<file path="config.mk">
export PLATFORM = sky130hd
export DESIGN_NAME = fp_result_pack
export DESIGN_NICKNAME = d
export VERILOG_FILES = /design/src/rtl/fp_result_pack.sv
export SDC_FILE = /design/constraint.sdc
export NUM_CORES = 1
export LEC_CHECK = 0
export ABC_AREA = 1
export BUFFER_PORTS_ARGS = -buffer_cell sky130_fd_sc_hd__buf_2
export CELL_PAD_IN_SITES_DETAIL_PLACEMENT = 0
export CELL_PAD_IN_SITES_GLOBAL_PLACEMENT = 2
export CORE_MARGIN = 4
export CORE_UTILIZATION = 32
export DETAILED_ROUTE_END_ITERATION = 10
export PLACE_DENSITY = 0.8
export SYNTH_ARGS = -nofsm -noshare
export SYNTH_HDL_FRONTEND = slang
export SYNTH_SLANG_ARGS = --single-unit
export TNS_END_PERCENT = 30
</file>
<file path="constraint.sdc">
create_clock -name clk -period 2.2 [get_ports clk]
set_clock_uncertainty 0.15 [all_clocks]
set_input_delay 0.33 -clock clk [delete_from_list [all_inputs] [get_ports clk]]
set_output_delay 0.33 -clock clk [all_outputs]
set_load 0.005 [all_outputs]
</file>
<file path="src/rtl/fp_result_pack.sv">
// fp_result_pack: rounds an unpacked single-precision result to nearest-even and packs it into an IEEE-754 word.
module fp_result_pack #(
  parameter int EXP_W = 10
) (
  input  logic             clk,
  input  logic             rst,
  input  logic             in_valid,
  output logic             in_ready,
  input  logic             in_sign,
  input  logic [EXP_W-1:0] in_exp,
  input  logic [26:0]      in_mant,
  input  logic             in_nan,
  input  logic             in_inf,
  output logic             out_valid,
  input  logic             out_ready,
  output logic [31:0]      out_data,
  output logic             out_overflow,
  output logic             out_underflow,
  output logic             out_inexact
);
  localparam logic signed [EXP_W:0] EXP_MAX = 255;
  logic s1_valid, s2_valid, s1_adv, s2_adv;
  logic s1_sign, s1_inexact, s1_zero, s1_nan, s1_inf;
  logic signed [EXP_W:0] s1_exp, r_exp;
  logic [22:0] s1_frac, r_frac;
  logic [24:0] r_sum;
  logic r_inc, p_norm, p_ovf, p_unf, p_inx;
  logic [31:0] p_data;
  assign s2_adv = !s2_valid || out_ready;
  assign s1_adv = !s1_valid || s2_adv;
  assign in_ready = s1_adv;
  assign out_valid = s2_valid;
  // Round half to even on the 24-bit significand; a carry out renormalises by one place.
  always_comb begin
    r_inc = in_mant[2] & (in_mant[1] | in_mant[0] | in_mant[3]);
    r_sum = {1'b0, in_mant[26:3]} + {24'd0, r_inc};
    r_frac = r_sum[24] ? r_sum[23:1] : r_sum[22:0];
    r_exp = {in_exp[EXP_W-1], in_exp} + {{EXP_W{1'b0}}, r_sum[24]};
  end
  always_comb begin
    p_norm = !s1_nan && !s1_inf && !s1_zero;
    p_ovf = p_norm && (s1_exp >= EXP_MAX);
    p_unf = p_norm && (s1_exp[EXP_W] || s1_exp == '0);
    p_inx = p_ovf || p_unf || (p_norm && s1_inexact);
    p_data = s1_nan ? 32'h7FC0_0000 :
             (s1_inf || p_ovf) ? {s1_sign, 8'hFF, 23'd0} :
             (s1_zero || p_unf) ? {s1_sign, 31'd0} :
             {s1_sign, s1_exp[7:0], s1_frac};
  end
  always_ff @(posedge clk or posedge rst) begin
    if (rst) begin
      s1_valid <= 1'b0;
      s2_valid <= 1'b0;
    end else begin
      if (s1_adv) s1_valid <= in_valid;
      if (s2_adv) s2_valid <= s1_valid;
    end
  end
  always_ff @(posedge clk) begin
    if (in_valid && s1_adv) begin
      s1_sign <= in_sign;
      s1_exp <= r_exp;
      s1_frac <= r_frac;
      s1_inexact <= |in_mant[2:0];
      s1_zero <= in_mant == '0;
      s1_nan <= in_nan;
      s1_inf <= in_inf;
    end
  end
  always_ff @(posedge clk or posedge rst) begin
    if (rst) begin
      out_data <= '0;
      out_overflow <= 1'b0;
      out_underflow <= 1'b0;
      out_inexact <= 1'b0;
    end else if (s2_adv && s1_valid) begin
      out_data <= p_data;
      out_overflow <= p_ovf;
      out_underflow <= p_unf;
      out_inexact <= p_inx;
    end
  end
endmodule

</file>
Yosys cells after proc, flatten, opt, wreduce, memory -nomap -nowiden --
Index checks and enable logic that the tools add are counted.
Storage, ports and cells: register bits 76, latch bits 0, bits in writable memories 0, ROM bits 0, word-level logic and storage cells 45, memories kept 0
Cells by class: $add $sub $neg 2, $mul 0, div/mod/pow operators 0, magnitude comparators 1, equal/unequal tests 0, shift-type cells 0, mux-type cells 4, bitwise gates (word level) 3, reduce and logical (&&, ||, !) cells 22
Operators with widths (count):
- 31-bit two-way mux | 2
- 32-bit two-way mux | 1
- 27-bit zero test | 1
- 24-bit by 1-bit adder with 25-bit output | 1
- 23-bit two-way mux | 1
- 10-bit by 2-bit adder with 11-bit output | 1
- 11-bit by 9-bit >= comparator with 1-bit output, second input constant | 1
- 11-bit zero test | 1
- 1-bit logical AND | 7
- 1-bit logical OR | 7
- 1-bit zero test | 5
- 3-bit OR reduction | 1
- 1-bit bitwise OR | 2
- 1-bit bitwise AND | 1

Longest topological paths before layout --
Gate-level depths: netlist (run 1).
depth in word-level cells 8, gate-level depth with buffers 16

Least setup slack after synthesis (run 1) --
OpenSTA, ideal clock, no wires.
kind input-to-reg, start input in_mant[3], end register s1_exp[10] (data pin), library setup time 0.255 ns, arrival time 2.361 ns, data required time 1.795 ns, setup slack -0.567 ns, cell stages on the path 16, cells stage by stage nand2_1 -> inv_1 -> ha_1 -> nand2_1 -> nor3_2 -> nand3b_1 -> nor2_2 -> nand2_1 -> nor2_1 -> ha_1 -> ha_1 -> nand3_1 -> nor3_1 -> nand3_1 -> o21ai_0 -> inv_1
Between the ends: word-level cells in the longest chain between the ends 4
RTL lines:
- start, declared | line 11 | input logic [26:0] in_mant,
- 1-bit bitwise OR | line 35 | r_inc = in_mant[2] & (in_mant[1] | in_mant[0] | in_mant[3]);
- 1-bit bitwise AND | line 35
- 24-bit by 1-bit adder with 25-bit output * | line 36 | r_sum = {1'b0, in_mant[26:3]} + {24'd0, r_inc};
- 10-bit by 2-bit adder with 11-bit output * | line 38 | r_exp = {in_exp[EXP_W-1], in_exp} + {{EXP_W{1'b0}}, r_sum[24]};
- named net r_exp[10] | line 24 | logic signed [EXP_W:0] s1_exp, r_exp;
- end signal, assigned | line 62 | s1_exp <= r_exp;
- end, declared | line 24
The timed path passes the listed nets; every way through them passes the cells marked *. A chain may end at the register's enable or synchronous reset.

Final worst setup path (run 1) --
start input in_mant[3], end register s1_frac[16] (data pin)
Between the ends: word-level cells in the longest chain between the ends 4
RTL lines:
- 1-bit bitwise OR | line 35
- 1-bit bitwise AND | line 35
- 24-bit by 1-bit adder with 25-bit output * | line 36
- 23-bit two-way mux * | line 37 | r_frac = r_sum[24] ? r_sum[23:1] : r_sum[22:0];
- named net r_frac[16] | line 25 | logic [22:0] s1_frac, r_frac;
- end signal, assigned | line 63 | s1_frac <= r_frac;
- end, declared | line 25
Marked as above.

==> results of run 1 <==
## path summary, 6_finish.rpt
check	endpoint	slack, ns	cells past startpoint
max	s1_frac[16]$_DFFE_PP_	-0.05	18
max reg2reg	out_data[3]$_DFFE_PP0P_	0.32	10
max in group asynchronous	out_data[1]$_DFFE_PP0P_	1.06	4
min reg2reg	out_data[8]$_DFFE_PP0P_	0.32	2
min in group asynchronous	out_data[19]$_DFFE_PP0P_	0.51	4
min	s1_inf$_DFFE_PP_	0.03	1
## logic make-up after synthesis
group	count (synthesis)	synth area share [%]
flops	76	55.81
fa+ha+maj	3	0.9991
compound gates	25	3.696
buf+inv	50	5.394
xor+xnor	16	3.730
simple gates	255	30.37
## sequential cells by signal, summed over array words and instances (netlist names)
register,flops
s1_frac,23
s1_valid,1
s1_inf,1
out_underflow,1
s1_zero,1
out_inexact,1
s1_nan,1
out_data,32
s1_exp,11
out_valid,1
s1_sign,1
s1_inexact,1
out_overflow,1
## layer usage
metal / global-route usage (%) / routed length [um] / vias to the layer above / share of wire (%)
met5: 0 / 0 / - / 0
met4: 5.027 / 216 / 0 / 2.2
met3: 2.332 / 499 / 15 / 5.1
met2: 24.26 / 4490 / 78 / 46
met1: 20.76 / 4631 / 1500 / 47
li1: - / - / 1701 / -
## report_power, final
part           total [mW]  internal [mW]  switching, mW  leakage [nW]
sequential           1.73           1.66         0.0723         0.841
clock                1.40          0.872          0.529         0.139
combinational       0.562          0.246          0.316          1.60
## repair_timing
item                                   in CTS  in global routing
pin swaps                                  12                  2
setup buffers                              19                  5
setup endpoints to repair                   7                 30
cloned                                      0                  0
gates resized for setup                     7                 18
hold buffers                                1                  0
endpoints found under the hold margin      37                  0
## placed cells by master, fill, tap and decap left out, types with 2 or more instances in the layout
| cell type | n |
|---|---|
| nand2_1 | 114 |
| buf_2 | 78 |
| buf_4 | 62 |
| nor2_1 | 49 |
| nand3_1 | 46 |
| edfxtp_1 | 39 |
| dfrtp_1 | 37 |
| inv_1 | 35 |
| a21oi_1 | 16 |
| xor2_1 | 15 |
| clkbuf_16 | 9 |
| buf_6 | 9 |
| nor2_2 | 6 |
| nand2_2 | 6 |
| nor4_1 | 6 |
| nand4_1 | 5 |
| nand3_2 | 5 |
| inv_2 | 4 |
| nor3_1 | 4 |
| nor3_4 | 3 |
| nor3_2 | 3 |
| o21ai_0 | 3 |
| clkinv_2 | 3 |
| nand3b_1 | 2 |
| o21ai_1 | 2 |
| o21ai_2 | 2 |
| ha_4 | 2 |
| clkbuf_1 | 2 |
| buf_8 | 2 |
## cell type report
type	count	area, um^2	area share, %
repair buffers	153	1017	19.24
well taps	143	178.9	3.385
clock buffers	11	232.7	4.402
multi-input cells	299	1555	29.42
flip-flops and latches	76	2097	39.67
inverters	40	152.6	2.888
clock inverters	5	52.55	0.9941
## stage by stage
stage | hold slack, ns | setup WS (ns)
finish | 0.02757 | -0.04785
global route | 0.01966 | -0.1770
CTS | 0.01348 | 0.002436
detailed placement | 0.3074 | -0.6487
global placement | 0.3053 | -0.5578
floorplan | 0.2789 | -0.4381
## synth_stat cells (2+ instances only)
library cell	instances	area share, %
nor3_1	6	0.80
edfxtp_1	39	31
clkbuf_1	3	0.30
o21ai_2	2	0.47
xor2_1	15	3.5
inv_1	36	3.6
nand2_1	121	12
nor2_1	52	5.2
dfrtp_1	37	25
nand3_1	48	6.4
o21ai_0	4	0.53
nand3b_1	2	0.40
inv_2	4	0.40
ha_1	3	1.0
nor3_2	2	0.53
nor2_2	3	0.50
nor3_4	2	0.87
buf_2	6	0.80
nand3_2	3	0.80
a21oi_1	16	2.1
nand4_1	5	0.83
nor4_1	6	1.0
==> results by group, run 1 <==
Worst setup path
  • CP Launch Point: in_mant[3]
  • Kind of end point of the critical path: flip-flop
  • Worst path slowest cell: nor2_2
  • CP startpoint kind: primary input
  • Crit-path leading delay family: buffers and inverters
  • Cells along the critical path: buf_8 -> nand2_8 -> inv_4 -> ha_4 -> nand2_4 -> nor3_4 -> nand3b_1 -> nor2_2 -> nand2_2 -> buf_4 -> buf_6 -> buf_4 -> buf_4 -> buf_4 -> buf_4 -> buf_4 -> nand2_2 -> nand3_2
  • CP Buf/Inv Count: 9
  • Crit Path Class: primary input to flip-flop
  • Worst Path Max Fanout: 2
  • Max stage delay on crit path: 0.17 ns
  • Reg-to-reg startpoint: s1_exp[8]$_DFFE_PP_
  • Most used cell, CP: buf_4
  • Worst path required time: around 2.1 ns
  • Crit path DAT: ~2.2 ns

Logic synthesis
  • Ys flop type: edfxtp_1
  • Post-synthesis cell type count: 32
  • Average size of a mapped cell: about 8.8 um^2
  • Post-synthesis register bit count: 76
  • Post-synth EDFFs: 39
  • Syn Nets: 472
  • Async SR Flop Fraction: around half
  • Sequential share of the synthesized area: around 56%
  • Gate Count Post-Synth: between 400 and 500
  • Syn. warnings: 0
  • Post-Syn Area: about 0.0038 mm^2

Run
  • Max cap viols: 0

Placement
  • Placed cell count: 690
  • # port buffers: 80
  • Final GP Congestion: roughly 0.9
  • Placed Area: between 0.004 and 0.005 mm^2
  • HPWL after DPL: 7603 um

Timing
  • Setup TNS: -0.1116 ns
  • RSZ-0062 raised after global routing: true
  • Max frequency: roughly 440 MHz
  • Setup violations, final: 3
  • Rel. slew slack: approximately two thirds
  • Fin crit share: 102.2%
  • Minimum clock period after layout: ~2.2 ns
  • Final hold violation count: 0
  • Worst slew pin tran: between 0.4 and 0.5 ns
  • Final setup margin: -0.04785 ns
  • Final Max Slew Viols: 0

Floorplan
  • Die outline area: approximately 0.014 mm^2
  • Die Wd: about 120 um
  • Initial Util: approximately a third
  • Row Count: 39
  • Die Y-Extent: roughly 120 um
  • Core Region: about 0.011 mm^2
  • I/O Pins: 81

GRT
  • Vias in the first global route: 3198
  • Aggregate global-route resource usage: approximately 15%
  • First-pass GRT wire length: ~16000 um
  • Largest net degree at the start of global routing: 40
  • Antenna violations before repair: 0
  • Total congestion overflow: 0

Detailed routing
  • First DRT Iteration DRCs: between 150 and 200
  • Detail-routed net length per standard cell: 13.53 um
  • Vias/cell: ~4.5
  • DR pass1 iterations: 4
  • Final ANT Viol Nets: 0
  • DRC viols: 0
  • Drt total wl: between 9000 and 10000 um
  • Via Count: ~3.3k

Pwr
  • P_leak: around 2.6 nW
  • Power per cell area: around 700 mW/mm^2
  • Design Power: ~3.7 mW
  • Max VDD drop: 0.4174 mV

Cells and area
  • Post-layout util: between 40% and 50%
  • Fillcell total: ~1.1k
  • # diodes: 0
  • Layout overhead on the synthesized area: 40.69%
  • Finished Layout Cells: ~730
  • Post-layout net count: approximately 630
  • Fin area: 0.005286 mm^2
  • Layout cells sized above 1: about a third

Clocking
  • CTS Sinks: 76
  • Worst skew pair latency: around 0.32 ns
  • Worst-path clk slew: 0.06 ns
  • CTS tree: built
  • Htree depth: 3
  • Clock Tree Buf Depth: 2
  • Num CTS Buffers: 9
  • Clock Root Buffer: clkbuf_16

Status
  • Status: finished, violations left
  • Failing checks: setup timing

Worst hold path
  • Worst hold start: in_inf
  • Min-delay worst type: primary input to flip-flop
Power figures use the tool's default switching activity.
==> run 2, diff against run 1 <==
PLACE_DENSITY = unset   (was 0.8)
PLACE_DENSITY_LB_ADDON = 0.08   (was unset)
==> results by group, run 2 (synthesis gave the netlist of run 1 again) <==
GRT
  • First-pass GRT wire length: about 16000 um
  • Grt met2 use: about 22%
  • Largest net degree at the start of global routing: 40
  • GRT busiest layer: met1
  • Aggregate global-route resource usage: about 15%
  • Vias in the first global route: roughly 3.3k
  • M3 GR Usage: under 10%
  • Total congestion overflow: 0
  • Met1 GRT Util: between 20% and 30%
  • Antenna violations before repair: 0

Clocking
  • Worst-path clk slew: roughly 0.06 ns
  • Num CTS Buffers: 9
  • Htree depth: 3
  • Clock Root Buffer: clkbuf_16
  • CTS tree: built
  • Worst skew pair latency: roughly 0.33 ns
  • Clock Tree Buf Depth: 2
  • CTS Sinks: 76

Timing
  • Minimum clock period after layout: ~2.2 ns
  • RSZ-0062 raised after global routing: true
  • Rel. slew slack: slightly below 70%
  • Worst slew pin tran: ~0.46 ns
  • Max frequency: 454.9 MHz
  • Fin crit share: 99.92%
  • Setup violations, final: 0
  • WHS: 0.02066 ns
  • Final setup margin: approximately 0.0019 ns
  • Final Max Slew Viols: 0
  • Final hold violation count: 0

Cells and area
  • Layout overhead on the synthesized area: 42.36%
  • Commonest non-fill, non-tap cell in the layout: nand2_1
  • Finished Layout Cells: 724
  • Max FFs per register: 32
  • Top reg by flops: out_data
  • Fillcell total: about 1.1k
  • Post-layout net count: 623
  • Fin area: about 0.0053 mm^2
  • Layout cells sized above 1: 35.11%
  • # diodes: 0
  • Largest regs: out_data x32, s1_frac x23, s1_exp x11
  • Most frequent cells in the layout: 116 x nand2_1, 78 x buf_2, 66 x buf_4

Status
  • Status: finished clean

Detailed routing
  • DR pass1 iterations: 4
  • Vias/cell: around 4.5
  • Via Count: 3226
  • First DRT Iteration DRCs: roughly 210
  • Detail-routed net length per standard cell: approximately 13 um
  • DRC viols: 0
  • Final ANT Viol Nets: 0
  • Drt total wl: just under 10000 um

Pwr
  • Clock power share: between 40 and 50%
  • P_sw: about 0.94 mW
  • Switch share: between 20 and 25%
  • Power per cell area: 758.4 mW/mm^2
  • Sequential Power Share: between 40% and 50%
  • Internal cell power: 3.120 mW
  • Design Power: 4.057 mW
  • Logic pwr share: between 10% and 20%
  • Max VDD drop: 0.4485 mV
  • P_leak: around 2.6 nW

Placement
  • Final GP Congestion: between 0.8 and 0.9
  • HPWL after DPL: between 7000 and 8000 um
  • Place WS: -0.6419 ns
  • # port buffers: 80
  • Placed cell count: a little under 700
  • Placed Area: 0.004787 mm^2

Floorplan
  • Core Region: 0.01147 mm^2
  • Die Wd: ~120 um
  • Die Y-Extent: 116.4 um
  • Die outline area: between 0.01 and 0.015 mm^2
  • I/O Pins: roughly 80
  • Initial Util: approximately 33%
  • Row Count: 39

Worst hold path
  • Min-delay worst type: primary input to flip-flop

Worst setup path
  • Crit Path Class: primary input to flip-flop
  • Crit path DAT: about 2.1 ns
  • Worst Path Max Fanout: 2
  • Kind of end point of the critical path: flip-flop
  • CP startpoint kind: primary input
  • Worst path required time: between 2 and 2.5 ns

Run
  • Max cap viols: 0
-- run 2: final cells by class --
cell class / instances / area, um^2 / share of cell area (%)
sequential: 76 / 2097 / 39.20
tap: 143 / 178.9 / 3.345
clock inverter: 7 / 138.9 / 2.596
multi-input combinational: 299 / 1588 / 29.68
inverter: 40 / 152.6 / 2.854
timing repair buffer: 150 / 968.4 / 18.11
clock buffer: 9 / 225.2 / 4.211
-- run 2: path summary, 6_finish.rpt --
path / from / endpoint / slack (ns) / cells after the start
max: in_mant[3] / s1_exp[10]$_DFFE_PP_ / 0.002 / 17
min: in_inf / s1_inf$_DFFE_PP_ / 0.02 / 1
max reg2reg: s1_exp[4]$_DFFE_PP_ / out_data[9]$_DFFE_PP0P_ / 0.30 / 10
min reg2reg: s1_frac[8]$_DFFE_PP_ / out_data[8]$_DFFE_PP0P_ / 0.32 / 2
max in group asynchronous: rst / out_data[28]$_DFFE_PP0P_ / 1.08 / 4
min in group asynchronous: rst / out_data[20]$_DFFE_PP0P_ / 0.49 / 4
-- run 2: critical path, cell delays in order --
cell	delay [ns]
buf_8	0.09
nand2_8	0.05
inv_4	0.05
ha_4	0.13
nand2_4	0.06
nor3_4	0.12
nand3b_1	0.13
nor2_2	0.15
nand2_2	0.08
nor2_2	0.09
ha_2	0.22
ha_4	0.15
nand3_4	0.07
nor3_4	0.14
nand3_2	0.11
o21ai_2	0.13
inv_1	0.05
-- run 2: what timing repair did --
| action | 4_1_cts | 5_1_grt |
|---|---|---|
| hold buffers | 1 | 0 |
| endpoints found under the setup margin | 7 | 30 |
| buffers inserted | 13 | 2 |
| endpoints found under the hold margin | 37 | 0 |
| resized for setup | 5 | 18 |
| pin swaps | 12 | 5 |
-- run 2: routing by layer --
layer | share of wire (%) | up-vias
li1 | - | 1706
met1 | 51 | 1432
met4 | 1.5 | 0
met3 | 5.5 | 10
met5 | 0 | -
met2 | 42 | 78
-- run 2: metrics by stage --
step / setup TNS (ns) / utilization [%]
after floorplan: -1.830 / -
after global placement: -3.473 / 41.75
after detailed placement: -4.335 / 41.75
after CTS: 0 / 45.95
after global routing: -0.2462 / 46.64
final: 0 / 46.64
-- run 2: power groups by stage --
stage | Sequential (mW) | Combinational [mW] | Clock, mW
after floorplan | 1.75 | 0.258 | 0
after global placement | 1.75 | 0.556 | 0
after detailed placement | 1.76 | 0.561 | 0
after CTS | 1.73 | 0.569 | 1.81
after global routing | 1.74 | 0.641 | 1.87
final | 1.73 | 0.564 | 1.76
